[src/rtl/toggle_counter_pkg.sv]
// Shared definitions for the toggle_counter block: FSM state encoding and
// the default counter width.
package toggle_counter_pkg;

  typedef enum logic [1:0] {
    ST_IDLE  = 2'd0,
    ST_COUNT = 2'd1,
    ST_HOLD  = 2'd2
  } state_e;

  localparam int DEFAULT_WIDTH = 8;

endpackage

[src/rtl/t_ff_cell.sv]
// One bit of the counter: a T flip-flop with a synchronous parallel load.
// Load wins over toggle so clear/load/wrap can force an arbitrary value.
module t_ff_cell (
  input  logic clk,
  input  logic rst_n,
  input  logic t,
  input  logic ld,
  input  logic d,
  output logic q
);

  // Bit state: async reset, then load or toggle
  always_ff @(posedge clk or negedge rst_n) begin
    if (!rst_n) begin
      q <= 1'b0;
    end else if (ld) begin
      q <= d;
    end else if (t) begin
      q <= ~q;
    end
  end

endmodule

[src/rtl/toggle_counter.sv]
// toggle_counter: counts edges (either direction) of an asynchronous level
// input such as an upstream T-latch q. The count register is a synchronous
// chain of t_ff_cell bits; the per-bit toggle enables, load mux and terminal
// compare live here.
// Optional feature: define TOGGLE_COUNTER_DOWN_EN to add a dir input that
// selects down-counting (terminal at zero, wrap reloads max_val).
module toggle_counter
  import toggle_counter_pkg::*;
#(
  parameter int WIDTH       = DEFAULT_WIDTH,
  parameter int SYNC_STAGES = 2,   // must be at least 2
  parameter int WRAP        = 1    // 1: wrap to start value, 0: saturate and HOLD
) (
  input  logic             clk,
  input  logic             rst_n,
  input  logic             enb,
  input  logic             t_in,
  input  logic             clr,
  input  logic             load,
  input  logic [WIDTH-1:0] load_val,
  input  logic [WIDTH-1:0] max_val,
`ifdef TOGGLE_COUNTER_DOWN_EN
  input  logic             dir,
`endif
  output logic [WIDTH-1:0] count,
  output logic             tc,
  output logic             ovf,
  output logic             busy
);

  logic [SYNC_STAGES-1:0] sync_q;
  logic                   t_prev_q;
  logic                   t_s;
  logic                   evt;

  state_e                 state_q, state_d;
  logic                   tc_q, tc_d;
  logic                   ovf_q, ovf_d;

  logic [WIDTH-1:0]       cnt_q;
  logic [WIDTH-1:0]       step_mask;
  logic [WIDTH-1:0]       t_vec;
  logic [WIDTH-1:0]       ld_val;
  logic                   ld_en;
  logic                   down;
  logic                   term;
  logic                   load_ok;
  logic                   cnt_evt;

`ifdef TOGGLE_COUNTER_DOWN_EN
  assign down = dir;
`else
  assign down = 1'b0;
`endif

  assign t_s = sync_q[SYNC_STAGES-1];
  // An event is any change of the synchronized level since the last cycle.
  assign evt = t_s ^ t_prev_q;

  // Synchronizer chain and previous-level flop; keeps tracking in every
  // state so re-enabling never sees a stale edge
  always_ff @(posedge clk or negedge rst_n) begin
    if (!rst_n) begin
      sync_q   <= '0;
      t_prev_q <= 1'b0;
    end else begin
      sync_q   <= {sync_q[SYNC_STAGES-2:0], t_in};
      t_prev_q <= t_s;
    end
  end

  // Ripple-free step: bit i toggles when all lower bits are 1 (up) or 0 (down)
  always_comb begin : p_step
    logic run;
    run       = 1'b1;
    step_mask = '0;
    for (int i = 0; i < WIDTH; i++) begin
      step_mask[i] = run;
      run          = run & (down ? ~cnt_q[i] : cnt_q[i]);
    end
  end

  // Load/toggle selection with priority clr > load > event, plus flag next-state
  always_comb begin
    load_ok = load && (state_q != ST_HOLD);
    cnt_evt = (state_q == ST_COUNT) && enb && evt;
    term    = down ? (cnt_q == '0) : (cnt_q == max_val);
    ld_en   = 1'b0;
    ld_val  = '0;
    t_vec   = '0;
    tc_d    = 1'b0;
    if (clr) begin
      ld_en = 1'b1;
    end else if (load_ok) begin
      ld_en  = 1'b1;
      ld_val = load_val;
    end else if (cnt_evt) begin
      if (term) begin
        tc_d = 1'b1;
        if (WRAP != 0) begin
          ld_en  = 1'b1;
          ld_val = down ? max_val : '0;
        end
      end else begin
        t_vec = step_mask;
      end
    end
    ovf_d = clr ? 1'b0 : (ovf_q | tc_d);
  end

  // FSM next state; clr returns to IDLE from anywhere, enb is ignored in HOLD
  always_comb begin
    state_d = state_q;
    if (clr) begin
      state_d = ST_IDLE;
    end else begin
      case (state_q)
        ST_IDLE:  if (enb) state_d = ST_COUNT;
        ST_COUNT: begin
          if (!enb) begin
            state_d = ST_IDLE;
          end else if (tc_d && (WRAP == 0)) begin
            state_d = ST_HOLD;
          end
        end
        ST_HOLD:  state_d = ST_HOLD;
        default:  state_d = ST_IDLE;
      endcase
    end
  end

  // FSM state and terminal/overflow flag registers
  always_ff @(posedge clk or negedge rst_n) begin
    if (!rst_n) begin
      state_q <= ST_IDLE;
      tc_q    <= 1'b0;
      ovf_q   <= 1'b0;
    end else begin
      state_q <= state_d;
      tc_q    <= tc_d;
      ovf_q   <= ovf_d;
    end
  end

  for (genvar i = 0; i < WIDTH; i++) begin : g_bit
    t_ff_cell u_cell (
      .clk   (clk),
      .rst_n (rst_n),
      .t     (t_vec[i]),
      .ld    (ld_en),
      .d     (ld_val[i]),
      .q     (cnt_q[i])
    );
  end

  assign count = cnt_q;
  assign tc    = tc_q;
  assign ovf   = ovf_q;
  assign busy  = (state_q == ST_COUNT);

endmodule

[config.mk]
export PLATFORM = sky130hd
export DESIGN_NAME = toggle_counter
export DESIGN_NICKNAME = d
export VERILOG_FILES = /design/src/rtl/toggle_counter_pkg.sv /design/src/rtl/t_ff_cell.sv /design/src/rtl/toggle_counter.sv
export SDC_FILE = /design/constraint.sdc
export NUM_CORES = 1
export LEC_CHECK = 0
export ABC_AREA = 1
export CORE_ASPECT_RATIO = 0.8
export CORE_UTILIZATION = 40
export DETAILED_ROUTE_END_ITERATION = 8
export GPL_ROUTABILITY_DRIVEN = 0
export PLACE_DENSITY = 0.74
export SYNTH_ARGS = -nofsm -noshare
export SYNTH_HDL_FRONTEND = slang
export SYNTH_SLANG_ARGS = --single-unit
export TNS_END_PERCENT = 5
[constraint.sdc]
create_clock -name clk -period 1.5 [get_ports clk]
set_input_delay 0.45 -clock clk [delete_from_list [all_inputs] [get_ports clk]]
set_output_delay 0.45 -clock clk [all_outputs]
set_load 0.01 [all_outputs]
* Word-level counts from Yosys, hierarchy flattened
Cells that the tools add are included.
Word-level totals: register bits after elaboration 15, logic and storage cells 81, input bits 22, output and inout port bits 11
Operators by class: reductions and logical operators 13, eq/ne operators 6, mux-type cells 33, bitwise operators 16
Operators with widths (count):
- $mux 8 | 6
- $mux 1 | 23
- $reduce_bool 2->1 | 8
- $eq 8x8->1 | 1
- $not 1->1 | 8
- $and 1x1->1 | 6
- $mux 2 | 3
- $ne 3x3->1 const B | 2
- $pmux 2 s3 | 1
- $logic_and 1x1->1 | 3
- $eq 2x1->1 const B | 1
- $eq 2x2->1 const B | 1
- $logic_not 2->1 | 1
- $ne 2x2->1 const B | 1
- $reduce_and 2->1 | 1
- $or 1x1->1 | 1
- $xor 1x1->1 | 1

* Depth between registers and ports, before layout
Gate-level depths: netlist of the first run.
depth after elaboration 12, depth in mapped cells 13, depth with buffers taken out 12

* Cells and area by module
A second synthesis of the first run with hierarchy kept.
Second synthesis, totals: cell total of the unflattened synthesis 176, area, all modules 1107.3 µm²
Modules (own cells, without submodules):
- toggle_counter | area each 646.9 µm², cells each 104, instances 1, seq. area each 175.2 µm²
- t_ff_cell | area each 57.6 µm², cells each 9, instances 8, seq. area each 25.0 µm²

* Worst setup path before layout of the first run
No wires, ideal clock.
path kind input to register, from input max_val[4], to register g_bit[5].u_cell.q, data required time 1.383 ns, path buffers 1, setup slack 0.078 ns, stages on the path 11, library setup time 0.117 ns, data arrival time 1.305 ns, path through xnor2_1 > nand2_1 > nor2_4 > nand2_4 > nand2_2 > nand2_2 > buf_6 > nand2_1 > nand2_1 > nand2_1 > nand2_1
On the way: cells in the longest elaborated chain, start to end 6, elaborated cells on any way between the ends 11, those cells by class 1 x eq/ne; 9 x mux; 1 x reduce/logical
Ends and longest elaborated chain:
- from (decl) | RTL line toggle_counter.sv:21 | input logic [WIDTH-1:0] max_val,
- $eq 8x8->1 (*) | RTL line toggle_counter.sv:87 | term = down ? (cnt_q == '0) : (cnt_q == max_val);
- $mux 1 or $mux 8 (tied branches) | RTL line toggle_counter.sv:98 | if (term) begin
- $mux 1 or $mux 8 (tied branches) | RTL line toggle_counter.sv:97 | end else if (cnt_evt) begin
- $mux 1 or $mux 8 (tied branches) | RTL line toggle_counter.sv:94 | end else if (load_ok) begin
- $mux 1 or $mux 8 (tied branches) | RTL line toggle_counter.sv:92 | if (clr) begin
- $mux 1 or $reduce_bool 2->1 (tied branches)
- to (signal assigned) | RTL line t_ff_cell.sv:19 | q <= ~q;
- to (decl) | RTL line t_ff_cell.sv:9 | output logic q
Mark *: on every way between the ends. The rest lies on a longest branch, timed or not. A chain may end at the register's enable or synchronous reset.

* Worst setup path after layout of the first run
from input enb, to register g_bit[7].u_cell.q
On the way: cells in the longest elaborated chain, start to end 6, elaborated cells on any way between the ends 10, those cells by class 7 x mux; 3 x reduce/logical
Ends and longest elaborated chain:
- from (decl) | RTL line toggle_counter.sv:16 | input logic enb,
- $logic_and 1x1->1 (*) (2 in series) | RTL line toggle_counter.sv:86 | cnt_evt = (state_q == ST_COUNT) && enb && evt;
- $mux 1 or $mux 8 (tied branches) | RTL line toggle_counter.sv:97
- $mux 1 or $mux 8 (tied branches) | RTL line toggle_counter.sv:94
- $mux 1 or $mux 8 (tied branches) | RTL line toggle_counter.sv:92
- $mux 1 or $reduce_bool 2->1 (tied branches)
- to (signal assigned) | RTL line t_ff_cell.sv:19
- to (decl) | RTL line t_ff_cell.sv:9
Marked as above.

==> metrics.cfg, run 1 <==
[power]
power_uw = 1310
p_int_uw = 843
p_seq_share_pct = 37.0
peakVddDrop_mv = 0.467
pwr-share-comb_pct = 44.4
p_per_area_mw_per_mm2 = 811
pwr-share-clk_pct = 18.6
p_leak_uw = 0.000925
swShare_pct = 35.6
power.switching_uw = 467

[detailed_routing]
drc = 1
via_count = 1072
drt-initial-drc-count = 21
drt.antenna.violating_nets = 0
drt_wl_total_mm = 2.72
routedWlPerCell_um = 12.3
dr.pass1.iters = 6
vias_per_cell = 4.85

[critical_path]
path_cells = clkdlybuf4s50_1, nand4_1, nor2_2, nand3_1, nand2_4, nand2_2, nand2_2, nand2_1
path_buf_inv = 1
cp_top_family = simple AND/OR/NAND/NOR gates
cp.arrival_ps = 1760
slowest_stage = clkdlybuf4s50_1
critical_path_class = input port to register
path_common_cell = nand2_2
r2r_start = g_bit[7].u_cell.q
path_depth = 8
end_kind = register
reg2reg_depth = 11
startpoint = enb
worstPathRequired_ps = 1700
crit_fanout = 3
slowest_delay_ps = 490
start_kind = input port

[hold_path]
worstHoldStart = sync_q[0]
hold_depth = 0
min_path_type = register to register

[grt]
antenna_found_initial = 0
grt_overflow = 0
grt_usage_pct = 19.1
grt_pass1_vias = 868
grt_max_degree = 16
grt_pass1_wl_mm = 3.73

[cts]
cts_sinks = 15
clk_latency_ps = 300
cts.path.max_buffers = 2
htreeDepth = 1
cts_made_buffers = 3
hold_buffers = 0
cts_tree = done
clkTransAtPathRegs_ps = 100
root_buffer = clkbuf_4

[synthesis]
syn_inst = 146
synth_area_leader_cell = dfrtp_1
seq_area_frac_synth_pct = 38.0
synth_fp_nets = 168
synth_top_area_share_pct = 38.0
netlist_top_cells_count = nand2_1, inv_1, dfrtp_1
synth-edff-count = 0
syn_area_sq_um = 987
synth-seq-cells = 15
yosys.cell_types.count = 18
ys_top_cells_by_area = dfrtp_1, nand2_1, inv_1
ys_warn_count = 0
async_reset_ff_share_pct = 100
synth_area_per_cell_sq_um = 6.76
yosysMostFrequentCell = nand2_1
synthFlopType = dfrtp_1

[final_layout]
nets = 219
fin_cells = 221
diodes = 0
drive_gt1_share_pct = 29.6
syn_to_final_growth_pct = 63.6

[placed_design]
portBuffers = 32
dp.cells = 207
dp_hpwl_mm = 1.74

[timing]
rsz0062_at_grt = yes
tightest_slew_ps = 360
tns_ps = -160
clock.fmax_mhz = 643
relSlewSlack_pct = 75.9
hold_viol = 0
drv_slew = 0
final.setup.worst_slack_ps = -56.0
finalCriticalPeriod_ps = 1560
period_share_pct = 104
finClkSkew_ps = 4.55
finalSetupViolCount = 6

[die]
die_w_um = 57.5
row_count = 15
pin_count = 33
core_sq_mm = 0.00223
die_h_um = 46.4
initial_core_util_pct = 44.2
die-area_sq_mm = 0.00267

[run_status]
status = finished, violations left
failed_checks = DRC, setup timing

[flow_run]
max_cap_violations = 0

-- cell families after synthesis --
kind of cell	synth area share [%]
and+or+nand+nor	41.6
buffers and inverters	14.4
DFF	38.0
xor gates and xnor gates	4.44
AOI/OAI and AO/OA	1.52
-- path summary, 6_finish.rpt --
check | end | slack (ps)
max | g_bit[7].u_cell.q | -60
min | sync_q[1] | 370
max reg2reg | g_bit[7].u_cell.q | -50
min reg2reg | sync_q[1] | 370
max in group asynchronous | g_bit[3].u_cell.q | 850
min in group asynchronous | state_q[1] | 460
-- placed cells by master (no fill, tap or decap), types with 3 or more instances in the layout --
master,count
clkdlybuf4s50_1,13
dfrtp_1,15
nand3_1,9
nand2_4,4
clkbuf_4,3
dlygate4sd2_1,6
buf_6,3
inv_1,17
buf_4,21
nand2_1,53
clkdlybuf4s15_1,3
dlymetal6s2s_1,7
nor2_1,6
nor2_2,3
nand2_2,10
-- timing repair --
action                                  4_1_cts  5_1_grt
setup buffers                                 4        5
gates cloned                                  0        1
pin swaps                                     3       15
endpoints found under the setup margin       19       14
resized for setup                            23       37
-- power by group through the flow --
stage / logic (uW) / clock network (uW) / registers, uW
detailed placement: 431 / 0 / 510
global placement: 422 / 0 / 508
finish: 582 / 243 / 485
floorplan: 275 / 0 / 500
CTS: 467 / 243 / 482
global route: 632 / 266 / 492
-- through the flow --
step	hold slack (ps)	cell area, sq um	worst slack, ps	util (%)
finish	366	1620	-56.0	72.3
global route	387	1620	-154	72.3
CTS	371	1450	-92.9	64.8
detailed placement	349	1370	-492	61.1
global placement	335	1370	-422	61.1
floorplan	154	987	78.2	-
-- metal layers --
layer / routed length [um] / vias to the layer above / GRT usage, % / share of wire (%)
li1: - / 535 / - / -
met1: 1100 / 496 / 22.0 / 40
met2: 1440 / 35 / 36.7 / 53
met3: 147 / 6 / 4.21 / 5.4
met4: 40 / 0 / 4.39 / 1.5
met5: 0 / - / 0 / 0
-- flip-flops by register name (all words and copies together) (netlist names) --
register / count
g_bit.u_cell.q: 8
ovf: 1
state_q: 2
sync_q: 2
t_prev_q: 1
tc: 1
-- area by class of cell --
cell class	count	area, sq um
Fill cell	181	618
Multi-Input combinational cell	104	611
Timing Repair Buffer	54	497
Sequential cell	15	375
Inverter	19	73.8
Tap cell	25	31.3
Clock buffer	3	22.5
Clock inverter	1	5.00
No activity file was read; power rests on OpenSTA's default activity.
==> run 2, diff against run 1 <==
--- a/config.mk
+++ b/config.mk
@@ -11,6 +11,7 @@
 export DETAILED_ROUTE_END_ITERATION = 8
 export GPL_ROUTABILITY_DRIVEN = 0
 export PLACE_DENSITY = 0.74
+export SLEW_MARGIN = 20
 export SYNTH_ARGS = -nofsm -noshare
 export SYNTH_HDL_FRONTEND = slang
 export SYNTH_SLANG_ARGS = --single-unit
==> results of run 2 <==
Final layout, timing and power as in run 1 (identical DEF).
==> run 3, diff against run 2 <==
--- a/config.mk
+++ b/config.mk
@@ -7,12 +7,13 @@
 export LEC_CHECK = 0
 export ABC_AREA = 1
 export CORE_ASPECT_RATIO = 0.8
-export CORE_UTILIZATION = 40
+export CORE_UTILIZATION = 42
 export DETAILED_ROUTE_END_ITERATION = 8
 export GPL_ROUTABILITY_DRIVEN = 0
-export PLACE_DENSITY = 0.74
+export PLACE_DENSITY = 0.75
 export SLEW_MARGIN = 20
 export SYNTH_ARGS = -nofsm -noshare
 export SYNTH_HDL_FRONTEND = slang
+export SYNTH_HIERARCHICAL = 1
 export SYNTH_SLANG_ARGS = --single-unit
 export TNS_END_PERCENT = 5
==> run 3 against run 2 <==
Against the previous run: the run ends with setup timing left; critical endpoint is now g_bit[2].u_cell/q; fmax is 6.4% lower; hold slack worse by 6.1 ps; global-route usage grew 1.1 points; sequential cell count did not move; clock power about the same; area after synthesis increased by 12%; register-to-register slack got worse by 110 ps; wire length increased by 15%; clock-buffer cell count is 1 higher; utilization grew 1.5 points; combinational power down 29%.
==> metrics.cfg, run 3 <==
[timing]
final.setup.worst_slack_ps = -162
hold_viol = 0
rsz0062_at_grt = yes
finalSetupViolCount = 8
relSlewSlack_pct = 86.0
period_share_pct = 111
finalCriticalPeriod_ps = 1660
tightest_slew_ps = 210
clock.fmax_mhz = 602
drv_slew = 0
finClkSkew_ps = 3.55
tns_ps = -892
fin_hold_ws_ps = 360

[power]
pwr-share-comb_pct = 37.1
peakVddDrop_mv = 0.455
p_seq_share_pct = 41.5
power.switching_uw = 368
swShare_pct = 32.9
p_per_area_mw_per_mm2 = 615
power_uw = 1120
pwr-share-clk_pct = 21.4
p_int_uw = 751
p_leak_uw = 0.00105

[placed_design]
portBuffers = 32
dp.cells = 258
dp_hpwl_mm = 2.12

[cts]
clkTransAtPathRegs_ps = 90
cts_tree = done
cts.path.max_buffers = 2
clk_latency_ps = 280
cts_made_buffers = 3
cts_sinks = 15
root_buffer = clkbuf_4
htreeDepth = 1
hold_buffers = 0

[grt]
grt_max_degree = 16
grt_pass1_wl_mm = 4.18
grt_usage_pct = 20.3
grt_pass1_vias = 983
grt_overflow = 0
antenna_found_initial = 0

[synthesis]
syn_inst = 176
synth_area_leader_cell = dfrtp_1
yosysMostFrequentCell = nand2_1
ys_top_cells_by_area = dfrtp_1, nand2_1, inv_1
synthFlopType = dfrtp_1
synth_area_per_cell_sq_um = 6.29
seq_area_frac_synth_pct = 33.9
synth_fp_nets = 198
synth-seq-cells = 15
yosys.cell_types.count = 17
ys_warn_count = 6
async_reset_ff_share_pct = 100
netlist_top_cells_count = nand2_1, inv_1, dfrtp_1
syn_area_sq_mm = 0.00111
synth_top_area_share_pct = 33.9
synth-edff-count = 0

[critical_path]
path_buf_inv = 3
worstPathRequired_ps = 1670
path_depth = 10
critical_path_class = register to register
cp_top_family = simple AND/OR/NAND/NOR gates
reg2reg_depth = 10
start_kind = register
r2r_start = g_bit[3].u_cell/q
slowest_stage = dfrtp_1
crit_fanout = 6
cp.arrival_ps = 1830
end_kind = register
slowest_delay_ps = 390
startpoint = g_bit[3].u_cell/q
path_cells = buf_4, xnor2_2, nand2_2, nor2_4, nand3_2, nand2_4, clkbuf_16, inv_2, nand3_1, nand2_1

[final_layout]
largest_registers = g_bit.u_cell/q x8, state_q x2, sync_q x2
drive_gt1_share_pct = 30.8
regMostFlops = g_bit.u_cell/q
largest_reg_flops = 8
mostFrequentLayoutCell = nand2_1
utilization_pct = 73.8
final_cell_mix = nand2_1, inv_1, buf_4
diodes = 0
nets = 260
fin_cells = 273
syn_to_final_growth_pct = 64.2

[detailed_routing]
vias_per_cell = 4.48
dr.pass1.iters = 4
drt-initial-drc-count = 32
via_count = 1222
drt_wl_total_mm = 3.13
routedWlPerCell_um = 11.5
drc = 0
drt.antenna.violating_nets = 0

[hold_path]
hold_depth = 0
worstHoldStart = sync_q[0]
min_path_type = register to register

[die]
row_count = 16
die_w_um = 59.4
die_h_um = 47.9
core_sq_mm = 0.00246
die-area_sq_mm = 0.00285
initial_core_util_pct = 45.0
pin_count = 33

[run_status]
status = finished, violations left
failed_checks = setup timing

[flow_run]
max_cap_violations = 0

## run 3: changes by cell type in the layout (fill, tap and decap cells not counted), moves of 3 or more
cell           delta
nor2_4            +3
o21ai_1           +3
nor2_2            +4
o21ai_2           +3
nor2_1            +5
inv_2             +5
dlygate4sd2_1     +3
inv_1            +24
nand3_2           +3
## run 3: logic make-up (layout without fill, tap and decap cells)
family	count (synthesis)	count (layout)	share of synthesized area (%)
AO/OA/AOI/OAI	9	9	4.63
XOR/XNOR	3	3	2.37
buffers and inverters	47	108	15.9
flip-flops	15	15	33.9
AND/OR/NAND/NOR	102	102	43.2
## run 3: path summary, 6_finish.rpt
path | to | slack [ps]
min in group asynchronous | tc | 480
hold reg to reg | sync_q[1] | 360
setup / recovery | g_bit[2].u_cell/q | -160
hold / removal | sync_q[1] | 360
max in group asynchronous | g_bit[1].u_cell/q | 830
setup reg to reg | g_bit[2].u_cell/q | -160
## run 3: cell type report
class	instances	area (sq um)
Timing Repair Buffer	57	563
Sequential cell	15	377
Clock buffer	4	26.3
Multi-Input combinational cell	114	631
Fill cell	196	644
Inverter	47	176
Tap cell	36	45.0
## run 3: per-stage QoR
stage	worst slack, ps	cell area (sq um)
4_1_cts	-128	1640
2_1_floorplan	30.9	1110
3_3_place_gp	-401	1610
5_1_grt	-250	1820
3_5_place_dp	-482	1610
6_report	-162	1820
## run 3: power by group through the flow
| stage | sequential (uW) | combinational (uW) | clock [uW] |
|---|---|---|---|
| floorplan | 484 | 132 | 0 |
| global placement | 473 | 326 | 0 |
| detailed placement | 477 | 338 | 0 |
| CTS | 463 | 340 | 244 |
| global route | 468 | 449 | 260 |
| finish | 464 | 415 | 240 |
## run 3: routing by layer
metal | vias to the layer above | global-route usage [%] | wire length (um) | share of wire [%]
met2 | 46 | 37.3 | 1570 | 50
met4 | 0 | 4.76 | 74 | 2.4
li1 | 631 | - | - | -
met3 | 8 | 5.68 | 165 | 5.3
met5 | - | 0 | 0 | 0
met1 | 537 | 23.8 | 1320 | 42
## run 3: worst register-to-register path: cells and delay by family (launching register included)
| kind | cells | cell delay (ps) |
|---|---|---|
| DFF | 1 | 390 |
| and+or+nand+nor | 6 | 640 |
| xor gates and xnor gates | 1 | 140 |
| buffers and inverters | 3 | 370 |
## run 3: what timing repair did
| item | in CTS | in global routing |
|---|---|---|
| pin swaps | 3 | 19 |
| cloned | 0 | 2 |
| gates resized for setup | 23 | 31 |
| buffers inserted | 3 | 6 |
| endpoints found under the setup margin | 19 | 13 |
